<file path="src/rtl/seq_alu_pkg.sv">
// seq_alu_pkg: opcodes, FSM states and flag bit positions shared by the seq_alu slice.
package seq_alu_pkg;
  typedef enum logic [2:0] {
    OP_ADD = 3'b000,
    OP_SUB = 3'b001,
    OP_MUL = 3'b010,
    OP_DIV = 3'b011,
    OP_AND = 3'b100,
    OP_OR  = 3'b101,
    OP_XOR = 3'b110,
    OP_NOT = 3'b111
  } op_e;
  typedef enum logic [1:0] {
    S_IDLE = 2'd0,
    S_DIV  = 2'd1,
    S_HOLD = 2'd2
  } state_e;
  localparam int FLAG_ZERO  = 0;
  localparam int FLAG_CARRY = 1;
  localparam int FLAG_OVF   = 2;
endpackage

</file>
<file path="src/rtl/seq_alu_div.sv">
// seq_alu_div: iterative restoring divider, one quotient bit per cycle, MSB first.
module seq_alu_div #(
  parameter int WIDTH = 8
) (
  input  logic             clk,
  input  logic             rst,
  input  logic             start,
  input  logic [WIDTH-1:0] dividend,
  input  logic [WIDTH-1:0] divisor,
  output logic             done,
  output logic [WIDTH-1:0] quotient,
  output logic [WIDTH-1:0] remainder
);
  localparam int CW = $clog2(WIDTH + 1);
  logic [CW-1:0] cnt;
  logic [WIDTH-1:0] rem, quo, dvs;
  logic [WIDTH:0] sh, diff;
  assign sh = {rem, quo[WIDTH-1]};
  assign diff = sh - {1'b0, dvs};
  // quotient/remainder present the result of the iteration in progress, so the
  // caller can capture the final values on the same edge that completes them
  assign quotient = {quo[WIDTH-2:0], !diff[WIDTH]};
  assign remainder = diff[WIDTH] ? sh[WIDTH-1:0] : diff[WIDTH-1:0];
  assign done = cnt == CW'(1);
  always_ff @(posedge clk) begin
    if (rst) begin
      cnt <= '0;
      rem <= '0;
      quo <= '0;
      dvs <= '0;
    end else if (start) begin
      cnt <= CW'(WIDTH);
      rem <= '0;
      quo <= dividend;
      dvs <= divisor;
    end else if (cnt != '0) begin
      cnt <= cnt - CW'(1);
      rem <= remainder;
      quo <= quotient;
    end
  end
endmodule

</file>
<file path="src/rtl/seq_alu.sv">
// seq_alu: registered 8-op ALU with valid/ready handshakes and multi-cycle divide;
// defining SEQ_ALU_FLAGS_EN adds registered {ovf, carry, zero} flags.
module seq_alu #(
  parameter int WIDTH = 8
) (
  input  logic             clk,
  input  logic             rst,
  input  logic             in_valid,
  output logic             in_ready,
  input  logic [2:0]       op,
  input  logic [WIDTH-1:0] a,
  input  logic [WIDTH-1:0] b,
  output logic             out_valid,
  input  logic             out_ready,
  output logic [WIDTH-1:0] result,
  output logic [WIDTH-1:0] result_hi,
  output logic             err,
  output logic [2:0]       flags
);
  import seq_alu_pkg::*;
  state_e state, state_nxt;
  op_e opc;
  logic [WIDTH:0] sum, dif;
  logic [2*WIDTH-1:0] prod;
  logic [WIDTH-1:0] alu_lo, alu_hi, q, r, nxt_lo, nxt_hi;
  logic alu_err, nxt_err, accept, div_go, div_done, load;
  assign opc = op_e'(op);
  assign sum = {1'b0, a} + {1'b0, b};
  assign dif = {1'b0, a} - {1'b0, b};
  assign prod = (2*WIDTH)'(a) * (2*WIDTH)'(b);
  assign in_ready = !rst && (state == S_IDLE || (state == S_HOLD && out_ready));
  assign out_valid = state == S_HOLD;
  assign accept = in_valid && in_ready;
  assign div_go = accept && opc == OP_DIV && b != '0;
  seq_alu_div #(.WIDTH(WIDTH)) u_div (
    .clk(clk),
    .rst(rst),
    .start(div_go),
    .dividend(a),
    .divisor(b),
    .done(div_done),
    .quotient(q),
    .remainder(r)
  );
  always_comb begin
    alu_lo = '0;
    alu_hi = '0;
    alu_err = 1'b0;
    case (opc)
      OP_ADD: begin
        alu_lo = sum[WIDTH-1:0];
        alu_hi[0] = sum[WIDTH];
      end
      OP_SUB: begin
        alu_lo = dif[WIDTH-1:0];
        alu_hi[0] = dif[WIDTH];
      end
      OP_MUL: begin
        alu_lo = prod[WIDTH-1:0];
        alu_hi = prod[2*WIDTH-1:WIDTH];
      end
      OP_DIV: begin
        alu_lo = '1;
        alu_hi = a;
        alu_err = 1'b1;
      end
      OP_AND: alu_lo = a & b;
      OP_OR:  alu_lo = a | b;
      OP_XOR: alu_lo = a ^ b;
      default: alu_lo = ~a;
    endcase
  end
  assign load = (accept && !div_go) || (state == S_DIV && div_done);
  assign nxt_lo = state == S_DIV ? q : alu_lo;
  assign nxt_hi = state == S_DIV ? r : alu_hi;
  assign nxt_err = state != S_DIV && alu_err;
  always_comb begin
    state_nxt = state;
    case (state)
      S_IDLE, S_HOLD: state_nxt = accept ? (div_go ? S_DIV : S_HOLD) :
                                  (state == S_HOLD && out_ready) ? S_IDLE : state;
      S_DIV: state_nxt = div_done ? S_HOLD : S_DIV;
      default: state_nxt = S_IDLE;
    endcase
  end
  always_ff @(posedge clk) begin
    if (rst) begin
      state <= S_IDLE;
      result <= '0;
      result_hi <= '0;
      err <= 1'b0;
    end else begin
      state <= state_nxt;
      if (load) begin
        result <= nxt_lo;
        result_hi <= nxt_hi;
        err <= nxt_err;
      end
    end
  end
`ifdef SEQ_ALU_FLAGS_EN
  logic [2:0] flg_nxt;
  always_comb begin
    flg_nxt = '0;
    flg_nxt[FLAG_ZERO] = nxt_lo == '0;
    if (state != S_DIV) begin
      flg_nxt[FLAG_CARRY] = opc == OP_ADD ? sum[WIDTH] : opc == OP_SUB ? dif[WIDTH] : 1'b0;
      flg_nxt[FLAG_OVF] = opc == OP_ADD ? (a[WIDTH-1] == b[WIDTH-1]) && (sum[WIDTH-1] != a[WIDTH-1]) :
                          opc == OP_SUB ? (a[WIDTH-1] != b[WIDTH-1]) && (dif[WIDTH-1] != a[WIDTH-1]) :
                          1'b0;
    end
  end
  always_ff @(posedge clk) begin
    if (rst) flags <= '0;
    else if (load) flags <= flg_nxt;
  end
`else
  assign flags = '0;
`endif
endmodule
</file>
<file path="config.mk">
export PLATFORM = sky130hd
export DESIGN_NAME = seq_alu
export DESIGN_NICKNAME = d
export VERILOG_FILES = /design/src/rtl/seq_alu_pkg.sv /design/src/rtl/seq_alu_div.sv /design/src/rtl/seq_alu.sv
export SDC_FILE = /design/constraint.sdc
export NUM_CORES = 1
export LEC_CHECK = 0
export ABC_AREA = 1
export CORE_MARGIN = 10
export CORE_UTILIZATION = 30
export DETAILED_ROUTE_END_ITERATION = 10
export DONT_BUFFER_PORTS = 1
export PLACE_DENSITY = 0.54
export SETUP_SLACK_MARGIN = 0.4
export SLEW_MARGIN = 20
export SYNTH_ARGS = -nofsm -noshare
export SYNTH_HDL_FRONTEND = slang
export SYNTH_SLANG_ARGS = --single-unit
</file>
<file path="constraint.sdc">
create_clock -name clk -period 3.7 [get_ports clk]
set_input_delay 0 -clock clk [delete_from_list [all_inputs] [get_ports clk]]
set_output_delay 0 -clock clk [all_outputs]
set_load 0.05 [all_outputs]
</file>
-- Word level (Yosys, flattened, before mapping)
Cells that the tools add are included.
- register bits: 47
- bits in latches: 0
- memory bits (writable): 0
- ROM bits: 0
- bits of input ports: 23
- output and inout port bits: 22
- logic and storage cells: 65
- memories kept: 0
- add/sub/neg operators: 4
- $mul: 1
- divide/modulo/power cells: 0
- magnitude comparators: 0
- equal/unequal tests: 11
- shift-type cells: 0
- mux-type cells: 16
- bitwise logic cells: 4
- reductions and logical operators: 20
- operators with widths (cell ; number):
    $pmux W8 S7 ; 1
    $mux W8 ; 5
    $mul A8 B8 Y16 ; 1
    $pmux W7 S2 ; 1
    $add A8 B8 Y9 ; 1
    $eq A3 B3 Y1 const B ; 3
    $sub A8 B8 Y9 ; 1
    $sub A9 B8 Y9 ; 1
    $and A8 B8 Y8 ; 1
    $logic_and A1 B1 Y1 ; 8
    $mux W2 ; 4
    $mux W4 ; 2
    $not A8 Y8 ; 1
    $or A8 B8 Y8 ; 1
    $reduce_bool A8 Y1 ; 1
    $xor A8 B8 Y8 ; 1
    $eq A3 B2 Y1 const B ; 2
    $eq A4 B1 Y1 const B ; 1
    $pmux W1 S4 ; 1
    $pmux W2 S2 ; 1
    $reduce_bool A4 Y1 ; 1
    $reduce_or A2 Y1 ; 2
    $sub A4 B1 Y4 const B ; 1
    $eq A3 B1 Y1 const B ; 1
    other kinds (10) ; 13

-- Logic depth before layout (Yosys ltp)
Gate-level depths: netlist of run 1.
- depth in word-level cells: 10
- depth in mapped cells: 25
- gate-level depth less buffers: 24

-- By module
Synthesis of run 1 repeated with hierarchy kept, for this count alone.
- cells, all modules: 1000
- area, all modules: 6501.2 µm²
- by module, submodules not included (module ; times used ; cells each ; area an instance (µm²) ; sequential area each (µm²)):
    seq_alu ; 1 ; 733 ; 4640.7 ; 380.4
    seq_alu_div ; 1 ; 267 ; 1860.5 ; 560.5

-- Worst setup path after synthesis of run 1
No wires, ideal clock.
- kind: input port to flip-flop
- start point: input b[7]
- end point: register result_hi[3]
- library setup time: 0.120 ns
- arrival: 3.853 ns
- data required time: 3.580 ns
- slack: -0.273 ns
- stages: 17
- path buffers: 1
- cell sequence: clkbuf_1 > nand2_1 > fa_1 > fa_1 > inv_1 > fa_1 > inv_1 > fa_1 > inv_1 > ha_1 > nand2_1 > inv_1 > a21boi_1 > o21ai_0 > or2_0 > a21oi_1 > a21oi_1
- cells in the longest elaborated chain, start to end: 5
- elaborated cells on any way between the ends: 8
- classes of those cells: mul (1); mux (2); reduce/logical (5)
- RTL lines (element ; line ; RTL):
    start, declared ; seq_alu.sv:12 ; input logic [WIDTH-1:0] b,
    parallel branches: the longest is 5 deep, another holds $mul A8 B8 Y16 ; - ;
    end signal, assigned ; seq_alu.sv:96 ; result_hi <= nxt_hi;
    end, declared ; seq_alu.sv:16 ; output logic [WIDTH-1:0] result_hi,
Several ways; the timed one is not identified.
A chain may end at the register's enable or synchronous reset.

-- Final worst setup path of run 1
- start point: input a[3]
- end point: register result_hi[4]
- cells in the longest elaborated chain, start to end: 3
- RTL lines (element ; line ; RTL):
    start, declared ; seq_alu.sv:11 ; input logic [WIDTH-1:0] a,
    $mul A8 B8 Y16 ; seq_alu.sv:30 ; assign prod = (2*WIDTH)'(a) * (2*WIDTH)'(b);
    $pmux W7 S2 ; seq_alu.sv:49 ; case (opc)
    $mux W8 ; seq_alu.sv:75 ; assign nxt_hi = state == S_DIV ? r : alu_hi;
Every way passes these cells.

==> results.cfg, run 1 <==
[status]
status = finished, final reports clean

[sta]
tightest_slew_ps = 1084
report.final.hold_viol_count = 0
min_period_over_period = 0.8591
fmax_mhz = 314.6
finalCriticalPeriod_ps = 3179
worst_slack_ps = 521.4
holdWs_ps = 0.07255
slew_viol_final = 0
fin_skew_ps = 4.391
finalSetupViolations = 0
maxSlewHeadroom = 0.2751
rsz0062_at_grt = yes
fin_setup_tns_ps = 0

[detailed_routing]
wire_per_inst_microns = 15.67
routed_wl_microns = 18820
drt_first_pass_iters = 5
routed_via_density = 4.758
route.vias.total = 5714
drc = 0
final_antenna_net_count = 0
drt_iter0_markers = 414

[run]
cap_violations = 0

[place]
pre_cts_slack_ps = 79.19
port_buffers = 0
gp_congestion = 0.9072
dp_hpwl_microns = 14620
dp_cells = 1175

[cts]
h-tree-depth = 2
cts_tree = done
numCtsBuffers = 5
clock-root-buffer = clkbuf_16
clk_pin_slew_ps = 70
clock_latency_ps = 290
cts.sinks = 47
cts.path.max_buffers = 2

[worst_setup_path]
crit_path_end_kind = flip-flop
worstPathCellList = ha_2 -> fa_2 -> fa_1 -> fa_1 -> inv_1 -> fa_1 -> inv_2 -> ha_4 -> nand2_1 -> inv_1 -> nand2_2 -> nand2_4 -> buf_4 -> a21oi_2 -> or2_4 -> nand3_2 -> nand3_1 -> nand2_1 -> inv_1
crit_required_ps = 3900
r2r_start = u_div.quo[7]
crit_type = primary input to flip-flop
critical_path.slowest_cell = fa_1
worst-r2r-cell-count = 12
cp.arrival_ps = 3380
worstSetupStartpointType = primary input
cp_slowest_stage_delay_ps = 550
cpLargestDelayFamily = adder cells
path_buf_inv = 5
r2r_end = result_hi[7]
critPathMaxFanout = 11
r2r_slack_ps = 1130

[min_path]
min_from = a[4]
min_path_cells = 4
hold_path_end = result_hi[4]
hold_path.class = primary input to flip-flop

[finish]
diodes = 0
syn_to_final_growth_pct = 11.95
multiInputGateArea_sq_um = 4472
drive_gt1_frac = 0.1063
final-seq-area_sq_um = 940.9
final_common_cell = nand2_1
mostFrequentLayoutCells = 209 x nand2_1, 191 x inv_1, 63 x ha_1, 58 x nand3_1, 53 x nor2_1
instances_no_fill = 1201
final_nets = 1063
fillers = 2232

[power]
comb_power_share = 0.639
internal-power_uw = 1889
switching_share = 0.4679
power_density_nw_per_um2 = 511.4
p_sw_uw = 1661
sequentialPowerShare = 0.194
irDropWorstVdd_v = 0.0002034
p_leak_uw = 0.003648
power_frac_clock = 0.167

[yosys]
synth_area_per_cell_sq_um = 6.653
syn_area_sq_um = 6201
synthArstFlopShare = 0
ys.flop_type = dfxtp_1
synth.distinct_cells = 48
yosysWarnings = 0
synth_cells = 932
ys_seq_elements = 47
yosysSeqAreaShare = 0.1517
synth-edff-count = 0

[floorplanning]
initial_core_util = 0.3055
coreArea_sq_um = 20300
dieArea_sq_um = 26820
die_h_microns = 163.8
io_pins = 45
die_w_microns = 163.8
rows = 52

[grt]
grt_pass1_wl_microns = 30550
antenna_found_initial = 0
grt_max_degree = 25
globalRouteTotalUtil = 0.1430
grt_pass1_vias = 5582
grt_overflow_total = 0
metal layers:
layer,up-vias,wire length [microns],track usage
met3,15,1186,0.02478
li1,2880,-,-
met5,-,0,0
met1,2678,8771,0.1882
met2,141,8572,0.2384
met4,0,293,0.03290
cell usage after synthesis (4+ instances only):
master      n  area (sq um)
fa_1       39         780.8
nor2_1     53         198.9
buf_4       4         30.03
or2_2       6         37.54
dfxtp_1    47         940.9
o22ai_1    10         62.56
nor3_1      6         30.03
a31oi_1     6         37.54
nand2_2    10         62.56
a21oi_2     7         61.31
ha_1       71         888.4
nand3_1    59         295.3
clkbuf_1   14         52.55
and2_1      4         25.02
nand4_1     9         56.30
a21oi_1    53         265.3
o21ai_1     6         30.03
buf_6       6         67.56
buf_2      11         55.05
nand3b_1    7         52.55
xnor2_1     6         52.55
nand2_1   221         829.6
o21ai_0    40         200.2
inv_1     198         743.2
metrics by stage:
| stage | cell area, sq um | power [uW] | util |
|---|---|---|---|
| after floorplan | 6520 | 2435 | - |
| after global placement | 6520 | 2828 | 0.3212 |
| after detailed placement | 6520 | 2839 | 0.3212 |
| after CTS | 6855 | 3472 | 0.3377 |
| after global routing | 6942 | 3925 | 0.3420 |
| final | 6942 | 3550 | 0.3420 |
sequential cells by signal (all words and copies together) (netlist names):
signal / count
state: 2
result: 8
err: 1
u_div.quo: 8
u_div.cnt: 4
result_hi: 8
u_div.dvs: 8
u_div.rem: 8
timing repair:
item,CTS,global route
pin swaps,0,10
hold endpoints to repair,34,0
gates resized for setup,1,15
hold buffers,14,0
setup endpoints to repair,1,9
buffers inserted,0,4
worst reg2reg max path, cell delays in order, from the launching register on:
cell	delay, ps
dfxtp_1	330
inv_1	60
ha_1	220
fa_1	470
nand3b_1	180
nand2_1	160
nand4_2	130
nand3_1	110
nand2_2	180
o21ai_0	400
nor2_1	90
nor2_1	110
nor2_1	40
worst max-delay path by stage:
stage	startpoint	end	cells past startpoint
final	a[3]	result_hi[4]	19
after global routing	a[3]	result_hi[6]	21
after CTS	a[4]	result_hi[3]	14
after detailed placement	a[3]	result_hi[6]	21
after global placement	a[4]	result_hi[3]	14
after floorplan	a[3]	result_hi[3]	16
cell type report:
class / count / area share
Clock inverter: 3 / 0.009733
Inverter: 202 / 0.1107
Tap cell: 270 / 0.04867
Sequential cell: 47 / 0.1355
Clock buffer: 5 / 0.01802
Timing Repair Buffer: 26 / 0.03317
Multi-Input combinational cell: 648 / 0.6442
logic make-up (layout without fill, tap and decap cells):
group                    count (synthesis)  count (layout)  synth area share
AND/OR/NAND/NOR                        390             390            0.2821
adder cells (fa/ha/maj)                110             110            0.2692
flip-flops                              47              47            0.1517
buffers and inverters                  239             236            0.1602
AO/OA/AOI/OAI                          137             137            0.1249
other                                    1               3         0.0006047
XOR/XNOR                                 8               8           0.01130
power by group through the flow:
stage | Combinational [uW] | Sequential [uW] | Clock (uW)
2_1_floorplan | 1750 | 683 | 0
3_3_place_gp | 2130 | 702 | 0
3_5_place_dp | 2140 | 703 | 0
4_1_cts | 2170 | 692 | 607
5_1_grt | 2600 | 701 | 626
6_report | 2270 | 690 | 592
(Power assumes the default switching activity.)
==> run 2: changes to the inputs <==
- CORE_MARGIN: 10 -> default
- CORE_UTILIZATION: 30 -> 40
- PLACE_DENSITY: 0.54 -> 0.65
==> results.cfg, run 2 (same netlist as run 1, synthesis figures left out) <==
[sta]
fin_setup_tns_ps = 0
maxSlewHeadroom = 0.3190
tightest_slew_ps = 1018
holdWs_ps = 8.077
finalSetupViolations = 0
report.final.hold_viol_count = 0
fmax_mhz = 314.6
fin_skew_ps = 3.443
rsz0062_at_grt = yes
slew_viol_final = 0
worst_slack_ps = 521.8
min_period_over_period = 0.8590
finalCriticalPeriod_ps = 3178

[grt]
antenna_found_initial = 0
grt_overflow_total = 0
grt_pass1_vias = 5676
grt_max_degree = 25
globalRouteTotalUtil = 0.2294
grt_pass1_wl_microns = 28990

[place]
dp_cells = 1089
gp_congestion = 0.9564
post_dp_cell_area_sq_um = 6387
pre_cts_slack_ps = 97.86
port_buffers = 0
dp_hpwl_microns = 13360

[floorplanning]
rows = 45
die_w_microns = 126.5
die_h_microns = 126.5
io_pins = 45
dieArea_sq_um = 16000
coreArea_sq_um = 15150
initial_core_util = 0.4094

[finish]
final_common_cell = nand2_1
diodes = 0
fin_area_sq_um = 6749
instances_no_fill = 1115
syn_to_final_growth_pct = 8.838
mostFrequentLayoutCells = 212 x nand2_1, 192 x inv_1, 64 x ha_1, 57 x nand3_1, 53 x nor2_1
final_nets = 1059
drive_gt1_frac = 0.09493

[detailed_routing]
drt_iter0_markers = 510
route.vias.total = 5762
routed_wl_microns = 17570
final_antenna_net_count = 0
drt_first_pass_iters = 5
drc = 0
routed_via_density = 5.168
wire_per_inst_microns = 15.76

[min_path]
hold_path_end = result[6]
min_path_cells = 5
min_from = a[6]
hold_path.class = primary input to flip-flop

[run]
cap_violations = 0

[power]
irDropWorstVdd_v = 0.0002534
p_leak_uw = 0.003597
power_density_nw_per_um2 = 493.4

[worst_setup_path]
critPathMaxFanout = 12
worstPathCellList = ha_2 -> fa_1 -> fa_1 -> fa_1 -> inv_1 -> fa_1 -> inv_2 -> ha_4 -> a21oi_4 -> a21boi_4 -> o21ai_2 -> or2_0 -> a21oi_1 -> a21oi_1
crit_type = primary input to flip-flop
crit_path_end_kind = flip-flop
critical_path.slowest_cell = fa_1
worst-r2r-cell-count = 12
r2r_slack_ps = 1180
cp_slowest_stage_delay_ps = 490
cp.arrival_ps = 3360
crit_required_ps = 3880
worstSetupStartpointType = primary input
critical_path.startpoint = a[4]
r2r_start = u_div.quo[7]
crit_top_cell = fa_1
r2r_end = result_hi[7]

[cts]
cts_tree = done
cts.path.max_buffers = 2
h-tree-depth = 2
numCtsBuffers = 5
clock-root-buffer = clkbuf_16
clk_pin_slew_ps = 60
clock_latency_ps = 290
cts.sinks = 47

[status]
status = finished, final reports clean
## run 2: routing by layer
metal,routed length [microns],GRT usage,vias up
li1,-,-,2883
met1,7915,0.2993,2668
met2,8084,0.3799,177
met3,1083,0.04386,34
met4,489,0.07583,0
met5,0,0,-
## run 2: worst max-delay path by stage
stage	slack, ps	cells after the start	end
6_report	520	14	result_hi[3]
5_1_grt	360	18	result_hi[6]
4_1_cts	410	14	result_hi[3]
3_5_place_dp	100	21	result_hi[6]
3_3_place_gp	180	14	result_hi[3]
2_1_floorplan	300	16	result_hi[3]
## run 2: power by group
group          total [uW]  switching [uW]  internal, uW
clock                 443             195           249
sequential            688             104           584
combinational        2200            1320           877
total                3330            1620          1710
## run 2: area by class of cell
cell class                 count  area (sq um)
inverter                     202         768.2
tap                          188         235.2
clock inverter                 3         20.02
sequential                    47         940.9
fill                        1559          8397
timing repair buffer          22         205.2
multi-input combinational    648          4454
clock buffer                   5         125.1
## run 2: through the flow
stage | power, uW | utilization
after global placement | 2775 | 0.4217
after detailed placement | 2796 | 0.4217
after global routing | 3670 | 0.4456
after CTS | 3282 | 0.4419
after floorplan | 2435 | -
final | 3330 | 0.4456
## run 2: worst max-delay path: cells and delay by family
kind,cells,cell delay [ps]
and+or+nand+nor,1,230
adders and majority gates,6,2370
AOI/OAI and AO/OA,5,690
buffers and inverters,2,90
## run 2: timing repair
item                                    4_1_cts  5_1_grt
hold buffers                                 16        0
endpoints found under the setup margin        0       10
setup buffers                                 0        2
hold endpoints to repair                     36        0
resized for setup                             0       10
